**src/rtl/seg_pkg.sv**
```systemverilog
// Shared types and constants for the 4-digit seven-segment scan controller.
// Holds the scan FSM state type, the captured-input payload and the active-low
// hex segment table ({g,f,e,d,c,b,a}, 0 = segment lit).
package seg_pkg;

    typedef enum logic [1:0] {
        ST_IDLE  = 2'd0,
        ST_BLANK = 2'd1,
        ST_SHOW  = 2'd2
    } state_t;

    // Inputs captured at the start of every slot; SHOW only looks at these.
    typedef struct packed {
        logic [15:0] digits;
        logic [3:0]  dp_mask;
        logic [3:0]  digit_en;
    } hold_t;

    localparam logic [6:0] SEG_OFF = 7'h7F;

    localparam logic [6:0] SEG_TABLE [16] = '{
        7'b1000000,  // 0
        7'b1111001,  // 1
        7'b0100100,  // 2
        7'b0110000,  // 3
        7'b0011001,  // 4
        7'b0010010,  // 5
        7'b0000010,  // 6
        7'b1111000,  // 7
        7'b0000000,  // 8
        7'b0010000,  // 9
        7'b0001000,  // A
        7'b0000011,  // b
        7'b1000110,  // C
        7'b0100001,  // d
        7'b0000110,  // E
        7'b0001110   // F
    };

    // True when digit i (i>0) and every more significant digit are zero.
    function automatic logic lead_zero(input logic [15:0] d, input logic [1:0] i);
        logic r;
        r = 1'b0;
        case (i)
            2'd1:    r = (d[15:4] == 12'h000);
            2'd2:    r = (d[15:8] == 8'h00);
            2'd3:    r = (d[15:12] == 4'h0);
            default: r = 1'b0;
        endcase
        return r;
    endfunction

endpackage

```
**src/rtl/seg_scan_ctrl_decode.sv**
```systemverilog
// seg_hex_decode: combinational hex nibble to active-low seven-segment pattern.
// Ports: nibble (4-bit hex value in), seg_c (7-bit {g,f,e,d,c,b,a}, active-low).
import seg_pkg::*;

module seg_hex_decode (
    input  logic [3:0] nibble,
    output logic [6:0] seg_c
);

    assign seg_c = SEG_TABLE[nibble];

endmodule

```
**src/rtl/seg_scan_ctrl.sv**
```systemverilog
// seg_scan_ctrl: time-multiplexed driver for a 4-digit common-anode display.
// Each digit owns a slot of 2^SCAN_BITS cycles: BLANK_CYCLES anode-off guard
// cycles followed by the lit portion. Inputs are captured at each slot start.
// Ports:
//   clock, reset      single clock, asynchronous active-high reset
//   enable            scan enable; low returns to IDLE with the display dark
//   digits[15:0]      four hex nibbles, digit i = digits[4i+3:4i]
//   dp_mask[3:0]      decimal point request per digit (active-high)
//   digit_en[3:0]     per-digit enable; disabled digits keep their slot dark
//   an[3:0]           anodes, active-low, registered
//   seg[6:0]          {g,f,e,d,c,b,a}, active-low, registered
//   dp                decimal point, active-low, registered
//   frame_start       one-cycle pulse on the first BLANK cycle of digit 0
// Build option: SEG_LEADING_ZERO_BLANK_EN blanks leading zero digits (not digit 0).
import seg_pkg::*;

module seg_scan_ctrl #(
    parameter int unsigned SCAN_BITS    = 17,
    parameter int unsigned BLANK_CYCLES = 1024
) (
    input  logic        clock,
    input  logic        reset,
    input  logic        enable,
    input  logic [15:0] digits,
    input  logic [3:0]  dp_mask,
    input  logic [3:0]  digit_en,
    output logic [3:0]  an,
    output logic [6:0]  seg,
    output logic        dp,
    output logic        frame_start
);

    localparam logic [SCAN_BITS-1:0] CNT_LAST   = '1;
    localparam logic [SCAN_BITS-1:0] BLANK_LAST = SCAN_BITS'(BLANK_CYCLES - 1);

    state_t               state, state_d;
    logic [SCAN_BITS-1:0] cnt, cnt_d;
    logic [1:0]           idx, idx_d;
    hold_t                hold, hold_d;
    logic                 enter_blank;
    logic [3:0]           an_d;
    logic [6:0]           seg_d;
    logic                 dp_d;
    logic                 frame_start_d;
    logic [3:0]           nibble;
    logic [6:0]           dec_seg;

    // Entering or staying in SHOW never changes idx or hold, so the registered
    // copies already equal their next values whenever SHOW outputs are built.
    assign nibble = hold.digits[{idx, 2'b00} +: 4];

    seg_hex_decode u_dec (
        .nibble (nibble),
        .seg_c  (dec_seg)
    );

    // Next state, counters, capture and next registered outputs.
    always_comb begin
        state_d       = state;
        cnt_d         = cnt;
        idx_d         = idx;
        hold_d        = hold;
        enter_blank   = 1'b0;
        an_d          = 4'hF;
        seg_d         = SEG_OFF;
        dp_d          = 1'b1;
        frame_start_d = 1'b0;

        case (state)
            ST_IDLE: begin
                cnt_d = '0;
                idx_d = '0;
                if (enable) state_d = ST_BLANK;
            end
            ST_BLANK: begin
                cnt_d = cnt + SCAN_BITS'(1);
                if (cnt == BLANK_LAST) state_d = ST_SHOW;
            end
            ST_SHOW: begin
                cnt_d = cnt + SCAN_BITS'(1);
                if (cnt == CNT_LAST) begin
                    idx_d   = idx + 2'd1;
                    state_d = ST_BLANK;
                end
            end
            default: state_d = ST_IDLE;
        endcase

        // Dropping enable abandons the slot from any state.
        if (!enable) begin
            state_d = ST_IDLE;
            cnt_d   = '0;
            idx_d   = '0;
        end

        enter_blank = (state_d == ST_BLANK) && (state != ST_BLANK);
        if (enter_blank) hold_d = '{digits: digits, dp_mask: dp_mask, digit_en: digit_en};

        frame_start_d = enter_blank && (idx_d == 2'd0);

        if (state_d == ST_SHOW) begin
            an_d[idx] = ~hold.digit_en[idx];
            seg_d     = dec_seg;
`ifdef SEG_LEADING_ZERO_BLANK_EN
            if (lead_zero(hold.digits, idx)) seg_d = SEG_OFF;
`endif
            dp_d      = ~hold.dp_mask[idx];
        end
    end

    // State, counters, holding register and output registers.
    always_ff @(posedge clock or posedge reset) begin
        if (reset) begin
            state       <= ST_IDLE;
            cnt         <= '0;
            idx         <= '0;
            hold        <= '0;
            an          <= 4'hF;
            seg         <= SEG_OFF;
            dp          <= 1'b1;
            frame_start <= 1'b0;
        end else begin
            state       <= state_d;
            cnt         <= cnt_d;
            idx         <= idx_d;
            hold        <= hold_d;
            an          <= an_d;
            seg         <= seg_d;
            dp          <= dp_d;
            frame_start <= frame_start_d;
        end
    end

endmodule
```
**config.mk**
```make
export PLATFORM = sky130hd
export DESIGN_NAME = seg_scan_ctrl
export DESIGN_NICKNAME = d
export VERILOG_FILES = /design/src/rtl/seg_pkg.sv /design/src/rtl/seg_scan_ctrl_decode.sv /design/src/rtl/seg_scan_ctrl.sv
export SDC_FILE = /design/constraint.sdc
export NUM_CORES = 1
export LEC_CHECK = 0
export CAP_MARGIN = 10
export CORE_ASPECT_RATIO = 0.75
export CORE_UTILIZATION = 42
export CTS_BUF_LIST = sky130_fd_sc_hd__clkbuf_16
export DETAILED_ROUTE_END_ITERATION = 8
export PLACE_DENSITY = 0.66
export SLEW_MARGIN = 10
export SYNTH_ARGS = -nofsm -noshare
export SYNTH_HDL_FRONTEND = slang
export SYNTH_HIERARCHICAL = 1
export SYNTH_SLANG_ARGS = --single-unit
```
**constraint.sdc**
```tcl
create_clock -name clock -period 2.7 [get_ports clock]
set_input_delay 0.54 -clock clock [delete_from_list [all_inputs] [get_ports clock]]
set_output_delay 0.54 -clock clock [all_outputs]
set_load 0.005 [all_outputs]
```
Word-level counts from Yosys, hierarchy flattened
Memories as Yosys holds them, arrays and structs flattened.
Index checks and enable logic that the tools add are counted.
{"block": "totals", "word_cells": 56, "rom_bits": 112, "output_inout_bits": 13, "in_bits": 27, "memories": 1, "regBits": 58}
{"block": "op_classes", "bitwise_logic": 5, "reduce_logical": 6, "muxes": 20, "magnitude_cmp": 3, "n_addsub": 2, "eq_ne": 8, "n_shift": 1}
{"memory": "(no name shown)", "depth": 16, "word_bits": 7, "rd": 1, "rd_ports_with_merged_regs": 0, "write_ports": 0, "line": "seg_scan_ctrl_decode.sv:10", "text": "assign seg_c = SEG_TABLE[nibble];"}
{"cell": "$pmux 17 s2", "count": 1}
{"cell": "$mux 7", "count": 3}
{"cell": "$add 17x1->17 const B", "count": 1}
{"cell": "$eq 17x10->1 const B", "count": 1}
{"cell": "$eq 17x17->1 const B", "count": 1}
{"cell": "$mux 17", "count": 1}
{"cell": "$shiftx 16x5->4", "count": 1}
{"cell": "$mux 2", "count": 5}
{"cell": "$pmux 2 s3", "count": 1}
{"cell": "$ge 5x5->1 const B", "count": 1}
{"cell": "$not 4->5", "count": 1}
{"cell": "$bmux 1 s2", "count": 2}
{"cell": "$eq 2x1->1 const B", "count": 2}
{"cell": "$eq 2x2->1 const B", "count": 2}
{"cell": "$logic_not 2->1", "count": 2}
{"cell": "$mux 1", "count": 4}
{"cell": "$mux 4", "count": 1}
{"cell": "$not 4->4", "count": 1}
{"cell": "$or 4x4->4", "count": 1}
{"cell": "$pmux 2 s2", "count": 1}
{"cell": "$logic_and 1x1->1", "count": 3}
{"cell": "$lt 2x3->1 const B", "count": 1}
{"cell": "$ne 3x2->1 const B", "count": 1}
{"cell": "$add 2x1->2 const B", "count": 1}
{"cell": "other kinds (5)", "count": 6}

Depth between registers and ports, before layout
Gate-level depths: netlist (run 1).
{"block": "logic_depth", "word_depth": 7, "mapped_depth": 11, "ltp_nobuf": 9}

Cells and area by module
The synthesis (run 1) kept the hierarchy.
{"mod": "seg_scan_ctrl", "n_inst": 1, "seq_area_each_um2": 1466.4, "cells_each": 244, "area_each_um2": 2902.8}
{"mod": "seg_hex_decode", "n_inst": 1, "seq_area_each_um2": 0.0, "cells_each": 33, "area_each_um2": 274.0}

Worst setup path before layout (run 1)
Ideal clock, no wire load.
{"block": "synth_timing", "kind": "flip-flop to flip-flop", "start": "register cnt[0]", "end": "register hold[10] (netlist name)", "synth_period_minus_slack_ns": 2.940, "required_time_ns": 2.575, "slack_ns": -0.240, "setup_ns": 0.125, "path_buffers": 2, "path_stages_with_launch": 12, "arrival_ns": 2.815, "path_cell_list": "dfrtp_1 -> ha_1 -> nand3_1 -> nor4_1 -> and3_1 -> ha_1 -> o21a_1 -> nor2_1 -> or4b_4 -> buf_6 -> buf_6 -> mux2_4"}
{"block": "synth_via", "elab_chain_len": 6, "elab_cells_between_ends": 8, "cone_classes": "eq/ne: 3; mux: 4; reduce/logical: 1"}
{"item": "start, declared", "line": "seg_scan_ctrl.sv:37", "text": "logic [SCAN_BITS-1:0] cnt, cnt_d;"}
{"item": "start signal, assigned", "line": "seg_scan_ctrl.sv:124", "text": "cnt <= cnt_d;"}
{"item": "$eq 17x17->1 or $eq 17x10->1 (tied branches)", "line": "seg_scan_ctrl.sv:81, seg_scan_ctrl.sv:77"}
{"item": "$mux 2, on equally long branches", "line": "seg_scan_ctrl.sv:81, seg_scan_ctrl.sv:77"}
{"item": "$pmux 2 s3 *", "line": "seg_scan_ctrl.sv:69", "text": "case (state)"}
{"item": "$mux 2 *", "line": "seg_scan_ctrl.sv:90", "text": "if (!enable) begin"}
{"item": "$eq 2x1->1 *", "line": "seg_scan_ctrl.sv:96", "text": "enter_blank = (state_d == ST_BLANK) && (state != ST_BLANK);"}
{"item": "$logic_and 1x1->1 *", "line": "seg_scan_ctrl.sv:96"}
{"item": "end signal, assigned", "line": "seg_scan_ctrl.sv:126", "text": "hold <= hold_d;"}
{"item": "end, declared", "line": "seg_scan_ctrl.sv:39", "text": "hold_t hold, hold_d;"}
Mark *: on every way between the ends. The rest lies on a longest branch, timed or not.
A chain may end at the register's enable or synchronous reset.

Final worst setup path (run 1)
{"block": "layout_timing", "start": "register cnt[0]", "end": "register hold[23] (netlist name)"}
Same word-level chain as after synthesis.

==> impl_metrics.py, run 1 <==
metrics = {
    "final_layout": {
        "utilization": 0.564,
        "area_growth_pct": 30.1,
        "fillerInstances": 635,
        "fin_area_um2": 4130,
        "fin_nets": 376,
        "drive_gt1_frac": 0.268,
        "diodes": 0,
    },
    "synthesis": {
        "synth.net_count": 322,
        "yosys.area_share.simple": 0.141,
        "synth_xor_area_frac": 0.0110,
        "syn_avg_cell_area_um2": 11.5,
        "synth-seq-cells": 58,
        "yosys.area_share.adder": 0.0709,
        "synth-warning-count": 6,
        "yosysSeqAreaShare": 0.462,
        "synth_compound_area_frac": 0.0922,
        "ys.flop_type": "dfrtp_1",
        "async_flop_share": 1.00,
        "synth_edf_count": 0,
        "synth_cell_types": 45,
        "synth_top_family_by_area": "multiplexers",
        "synth_mux_area_frac": 0.180,
        "synth_area_um2": 3180,
        "syn_inst": 277,
    },
    "worst_setup_path": {
        "crit_type": "reg2reg",
        "r2r_start": "cnt[0]",
        "cp-end-kind": "register",
        "worstPathRequired_ns": 2.91,
        "startpoint_type": "register",
        "crit_top_cell": "ha_2",
        "cp_slowest_cell": "or4b_4",
        "cp_num_buf_inv": 1,
        "r2r_slack_ns": 0.13,
        "cp.arrival_ns": 2.79,
        "crit_path_max_incr_delay_ns": 0.55,
        "worstRegToRegCells": 10,
        "cp_cell_sequence": "ha_2 > nand3_2 > nor4_4 > and3_4 > ha_2 > o21a_1 > nor2_1 > or4b_4 > buf_4 > mux2_4",
        "critical_path.top_delay_family": "simple AND/OR/NAND/NOR gates",
        "cp_max_fo": 8,
        "r2r-end": "hold[23]",
    },
    "placed_design": {
        "portBuffers": 39,
        "dpl.hpwl_um": 4630,
        "postPlaceCellArea_um2": 3800,
        "routabilityCongestion": 0.834,
    },
    "floorplanning": {
        "pin_count": 40,
        "initial_core_util": 0.433,
        "coreArea_um2": 7330,
        "placementRows": 27,
        "dieArea_um2": 7920,
        "die_w_um": 102,
        "die_h_um": 77.3,
    },
    "run_status": {
        "failed_checks": "design-rule violations",
        "status": "finished, violations left",
    },
    "drt": {
        "drt_wl_total_um": 6540,
        "first_iter_violations": 123,
        "ant_nets": 0,
        "drt-vias-per-instance": 5.28,
        "wl_per_cell_um": 15.0,
        "vias": 2308,
        "drc": 1,
        "dr.pass1.iters": 6,
    },
    "sta": {
        "skew_ns": 0.00594,
        "setup_tns_ns": 0,
        "timing.final.crit_share": 0.953,
        "setup_viol_count_final": 0,
        "fmax_mhz": 389,
        "final_max_slew_viol_count": 0,
        "slew_headroom": 0.634,
        "hold_viol": 0,
        "rsz0062_at_grt": "no",
        "worstMarginPinSlew_ns": 0.544,
        "fin_crit_ns": 2.57,
    },
    "cts": {
        "cts_resized": 0,
        "clkLatencyLatePin_ns": 0.33,
        "htree_num_levels": 3,
        "cts_setup_buffers": 0,
        "cts.sinks": 58,
        "ctsHoldBuffers": 0,
        "clock_path_buffers": 2,
        "cts_tree": "done",
        "clk_pin_slew_ns": 0.05,
        "cts_made_buffers": 9,
        "clockRootBuffer": "clkbuf_16",
    },
    "min_path": {
        "min_path_type": "reg2reg",
        "min_to": "hold[15]",
        "worstHoldPathCells": 1,
        "hold_path_startpoint": "hold[15]",
    },
    "global_route": {
        "track_usage": 0.186,
        "gr-total-overflow": 0,
        "antenna_found_initial": 0,
        "first_global_vias": 2170,
        "grt_max_degree": 37,
        "grt_pass1_wl_um": 10900,
    },
    "pwr": {
        "power.leakage_nw": 1.86,
        "power_density_nw_per_um2": 674,
        "peakVddDrop_v": 0.000320,
    },
    "run": {
        "maxCapViolations": 0,
    },
}
## layer usage
| layer | part of all wire | wire length (um) | vias to the layer above | GRT usage |
|---|---|---|---|---|
| met5 | 0 | 0 | - | 0 |
| met4 | 0.0060 | 39 | 0 | 0.0643 |
| met3 | 0.049 | 317 | 4 | 0.0565 |
| met2 | 0.44 | 2900 | 55 | 0.252 |
| met1 | 0.50 | 3270 | 1136 | 0.278 |
| li1 | - | - | 1113 | - |
## sequential cells by signal (all words and copies together) (netlist names)
register     cells
an               4
cnt             17
dp               1
frame_start      1
hold            24
idx              2
seg              7
state            2
## layout make-up
class,count,area [um2],share of cell area
clock buffers,9,225,0.0545
clock inverters,7,92.6,0.0224
inverters,12,45.0,0.0109
multi-input cells,191,1610,0.390
flip-flops and latches,58,1470,0.355
well taps,101,126,0.0306
repair buffers,59,566,0.137
## where the power goes
part           total (W)  switching, W  internal, W
clock            0.00120      0.000396     0.000804
sequential       0.00104     0.0000602     0.000976
combinational   0.000551      0.000237     0.000314
total            0.00279      0.000693      0.00209
## synthesized netlist by cell type (7+ instances only)
| library cell | n | area share |
|---|---|---|
| nand4_1 | 10 | 0.020 |
| dfrtp_1 | 46 | 0.36 |
| o21ai_0 | 16 | 0.025 |
| dfstp_2 | 12 | 0.099 |
| nand3_1 | 18 | 0.028 |
| mux2_2 | 7 | 0.025 |
| nor2_1 | 17 | 0.020 |
| nand2_1 | 17 | 0.020 |
| inv_1 | 12 | 0.014 |
| ha_1 | 18 | 0.071 |
| clkbuf_1 | 8 | 0.0095 |
| mux2_4 | 20 | 0.095 |
## cells in the final DEF, fill, tap and decap left out, types with 3 or more instances in the layout
cell / instances
mux2_2: 7
clkdlybuf4s50_1: 39
inv_1: 11
mux2_4: 20
a22o_1: 3
mux2i_1: 3
nand4_1: 10
mux4_2: 6
nor4_1: 3
o21ai_0: 16
nor2_1: 17
nand3_2: 3
buf_4: 18
dfrtp_1: 46
xor2_1: 4
clkbuf_16: 9
nand3_1: 15
ha_1: 16
and3_1: 5
a21oi_1: 6
nand2b_1: 3
a31oi_1: 4
dfstp_2: 12
nand2_1: 16
## metrics by stage
step	hold slack (ns)	worst slack (ns)	total power [W]	cells
finish	0.507	0.127	0.00279	437
global route	0.524	0.00230	0.00292	437
CTS	0.501	0.0716	0.00282	437
detailed placement	0.493	0.110	0.00160	421
global placement	0.487	0.150	0.00158	421
floorplan	0.458	0.00858	0.00146	277
## cell families after synthesis
kind of cell               Yosys count
AOI/OAI and AO/OA                   46
xor gates and xnor gates             4
adders and majority gates           18
buffers and inverters               28
DFF                                 58
muxes                               37
and+or+nand+nor                     86
## how the worst max path moves through the flow
stage	from	end	slack (ns)	cells after the start
floorplan	cnt[4]	hold[0]	0.009	11
global placement	cnt[0]	hold[20]	0.15	10
detailed placement	cnt[9]	hold[11]	0.11	9
CTS	cnt[8]	hold[23]	0.07	9
global route	cnt[0]	hold[12]	0.002	10
finish	cnt[0]	hold[23]	0.13	10
No activity file was read; power rests on OpenSTA's default activity.
==> run 2, diff against run 1 <==
Settings changed: CAP_MARGIN 10 to 30, PLACE_DENSITY 0.66 to unset.
Clock period 2.7 ns to 3.15 ns, I/O delays scaled along.
==> run 2 against run 1 <==
Against the previous run: the run now ends clean; clock skew rose by 0.00075 ns; design area fell by 3.5%; fmax fell by 13%; sequential power fell by 14%; wire length rose by 1.5%; non-clock buffer count fell by 15; total power fell by 15%; sequential share of layout area rose by 1.3 points; first-iteration DRC count rose by 41%; critical path type unchanged; largest power group unchanged.
==> impl_metrics.py, run 2 (synthesis results as in run 1) <==
metrics = {
    "final_layout": {
        "layout_common_cells": "dfrtp_1 (46), clkdlybuf4s50_1 (39), mux2_4 (20)",
        "diodes": 0,
        "reg_top3": "hold (24), cnt (17), seg (7)",
        "drive_gt1_frac": 0.214,
        "layout_commonest_cell": "dfrtp_1",
        "largest_reg_flops": 24,
        "fin_nets": 363,
        "finalNonFillerCells": 423,
        "regMostFlops": "hold",
        "area_growth_pct": 25.6,
        "utilization": 0.544,
    },
    "pwr": {
        "power_density_nw_per_um2": 595,
        "power.leakage_nw": 1.77,
        "peakVddDrop_v": 0.000300,
    },
    "drt": {
        "drc": 0,
        "vias": 2276,
        "wl_per_cell_um": 15.7,
        "first_iter_violations": 173,
        "dr.pass1.iters": 4,
        "drt-vias-per-instance": 5.38,
        "ant_nets": 0,
        "drt_wl_total_um": 6630,
    },
    "cts": {
        "clk_pin_slew_ns": 0.05,
        "cts.sinks": 58,
        "clockRootBuffer": "clkbuf_16",
        "cts_made_buffers": 9,
        "clock_path_buffers": 2,
        "htree_num_levels": 3,
        "ctsHoldBuffers": 0,
        "clkLatencyLatePin_ns": 0.33,
        "cts_tree": "done",
        "cts_setup_buffers": 0,
    },
    "sta": {
        "worstMarginPinSlew_ns": 0.843,
        "skew_ns": 0.00669,
        "timing.final.crit_share": 0.942,
        "setup_tns_ns": 0,
        "hold_viol": 0,
        "fin_crit_ns": 2.97,
        "slew_headroom": 0.434,
        "final_max_slew_viol_count": 0,
        "fin_ws_ns": 0.183,
        "setup_viol_count_final": 0,
        "rsz0062_at_grt": "no",
        "fmax_mhz": 337,
    },
    "floorplanning": {
        "coreArea_um2": 7330,
        "die_w_um": 102,
        "dieArea_um2": 7920,
        "initial_core_util": 0.433,
        "die_h_um": 77.3,
        "pin_count": 40,
        "placementRows": 27,
    },
    "min_path": {
        "worstHoldPathCells": 1,
        "min_path_type": "reg2reg",
        "min_to": "hold[16]",
        "hold_path_startpoint": "hold[16]",
    },
    "worst_setup_path": {
        "startpoint_type": "register",
        "worstPathRequired_ns": 3.36,
        "r2r-end": "hold[5]",
        "r2r_start": "cnt[0]",
        "cp-end-kind": "register",
        "cp.arrival_ns": 3.18,
        "cp_max_fo": 12,
        "crit_type": "reg2reg",
        "worstRegToRegCells": 8,
        "r2r_slack_ns": 0.18,
    },
    "global_route": {
        "grt_pass1_wl_um": 10600,
        "gr-total-overflow": 0,
        "track_usage": 0.179,
        "antenna_found_initial": 0,
        "first_global_vias": 2068,
        "grt_max_degree": 36,
    },
    "placed_design": {
        "pre_cts_slack_ns": 0.111,
        "placed_cells": 406,
        "portBuffers": 39,
        "dpl.hpwl_um": 4450,
        "routabilityCongestion": 0.760,
    },
    "run": {
        "maxCapViolations": 0,
    },
    "run_status": {
        "status": "finished clean",
    },
}
run 2: cell count changes in the layout (fill, tap and decap cells not counted), moves of 2 or more:
cell,change
or4b_4,+2
nand3_2,-3
buf_4,-14
ha_1,+2
nand3_1,+3
ha_2,-2
run 2: timing repair:
item                                    4_1_cts  5_1_grt
resized for setup                             0        3
endpoints found under the setup margin        0       25
hold endpoints to repair                      0        0
run 2: how the worst max path moves through the flow:
stage               startpoint  endpoint  slack, ns  cells after the start
floorplan               cnt[0]  hold[10]       0.21                     11
global placement        cnt[0]  hold[21]       0.24                      9
detailed placement      cnt[0]  hold[10]       0.11                      9
CTS                     cnt[0]  hold[10]       0.09                      9
global route            cnt[0]  hold[20]       0.03                      8
finish                  cnt[0]   hold[5]       0.18                      8
run 2: critical path: stages (launching register included):
cell and delay, ns:
dfrtp_1 0.44, ha_1 0.25, nand3_1 0.13, nor4_2 0.36, and3_1 0.24, ha_1 0.19
and3b_1 0.25, or4b_4 0.67, mux2_4 0.33
run 2: area by class of cell:
| class | instances | area (um2) |
|---|---|---|
| clock buffers | 9 | 225 |
| flip-flops and latches | 58 | 1470 |
| well taps | 101 | 126 |
| clock inverters | 6 | 83.8 |
| inverters | 12 | 45.0 |
| multi-input cells | 193 | 1600 |
| fillers | 620 | 3340 |
| repair buffers | 44 | 440 |
run 2: where the power goes:
group,leakage [nW],switching (W),internal [W]
Combinational,0.910,0.000208,0.000263
Sequential,0.711,0.0000535,0.000837
Clock,0.150,0.000332,0.000682
Total,1.77,0.000593,0.00178
run 2: layer usage:
| layer | global-route usage | vias up | routed length, um |
|---|---|---|---|
| met5 | 0 | - | 0 |
| met4 | 0.0600 | 0 | 95 |
| met3 | 0.0565 | 9 | 407 |
| met2 | 0.229 | 74 | 2690 |
| met1 | 0.278 | 1099 | 3440 |
| li1 | - | 1094 | - |
run 2: through the flow:
step | hold WS, ns | total power [W] | cell area [um2]
final | 0.505 | 0.00237 | 3990
after floorplan | 0.458 | 0.00125 | 3180
after detailed placement | 0.491 | 0.00136 | 3650
after CTS | 0.501 | 0.00238 | 3960
after global routing | 0.522 | 0.00248 | 3990
after global placement | 0.486 | 0.00135 | 3650
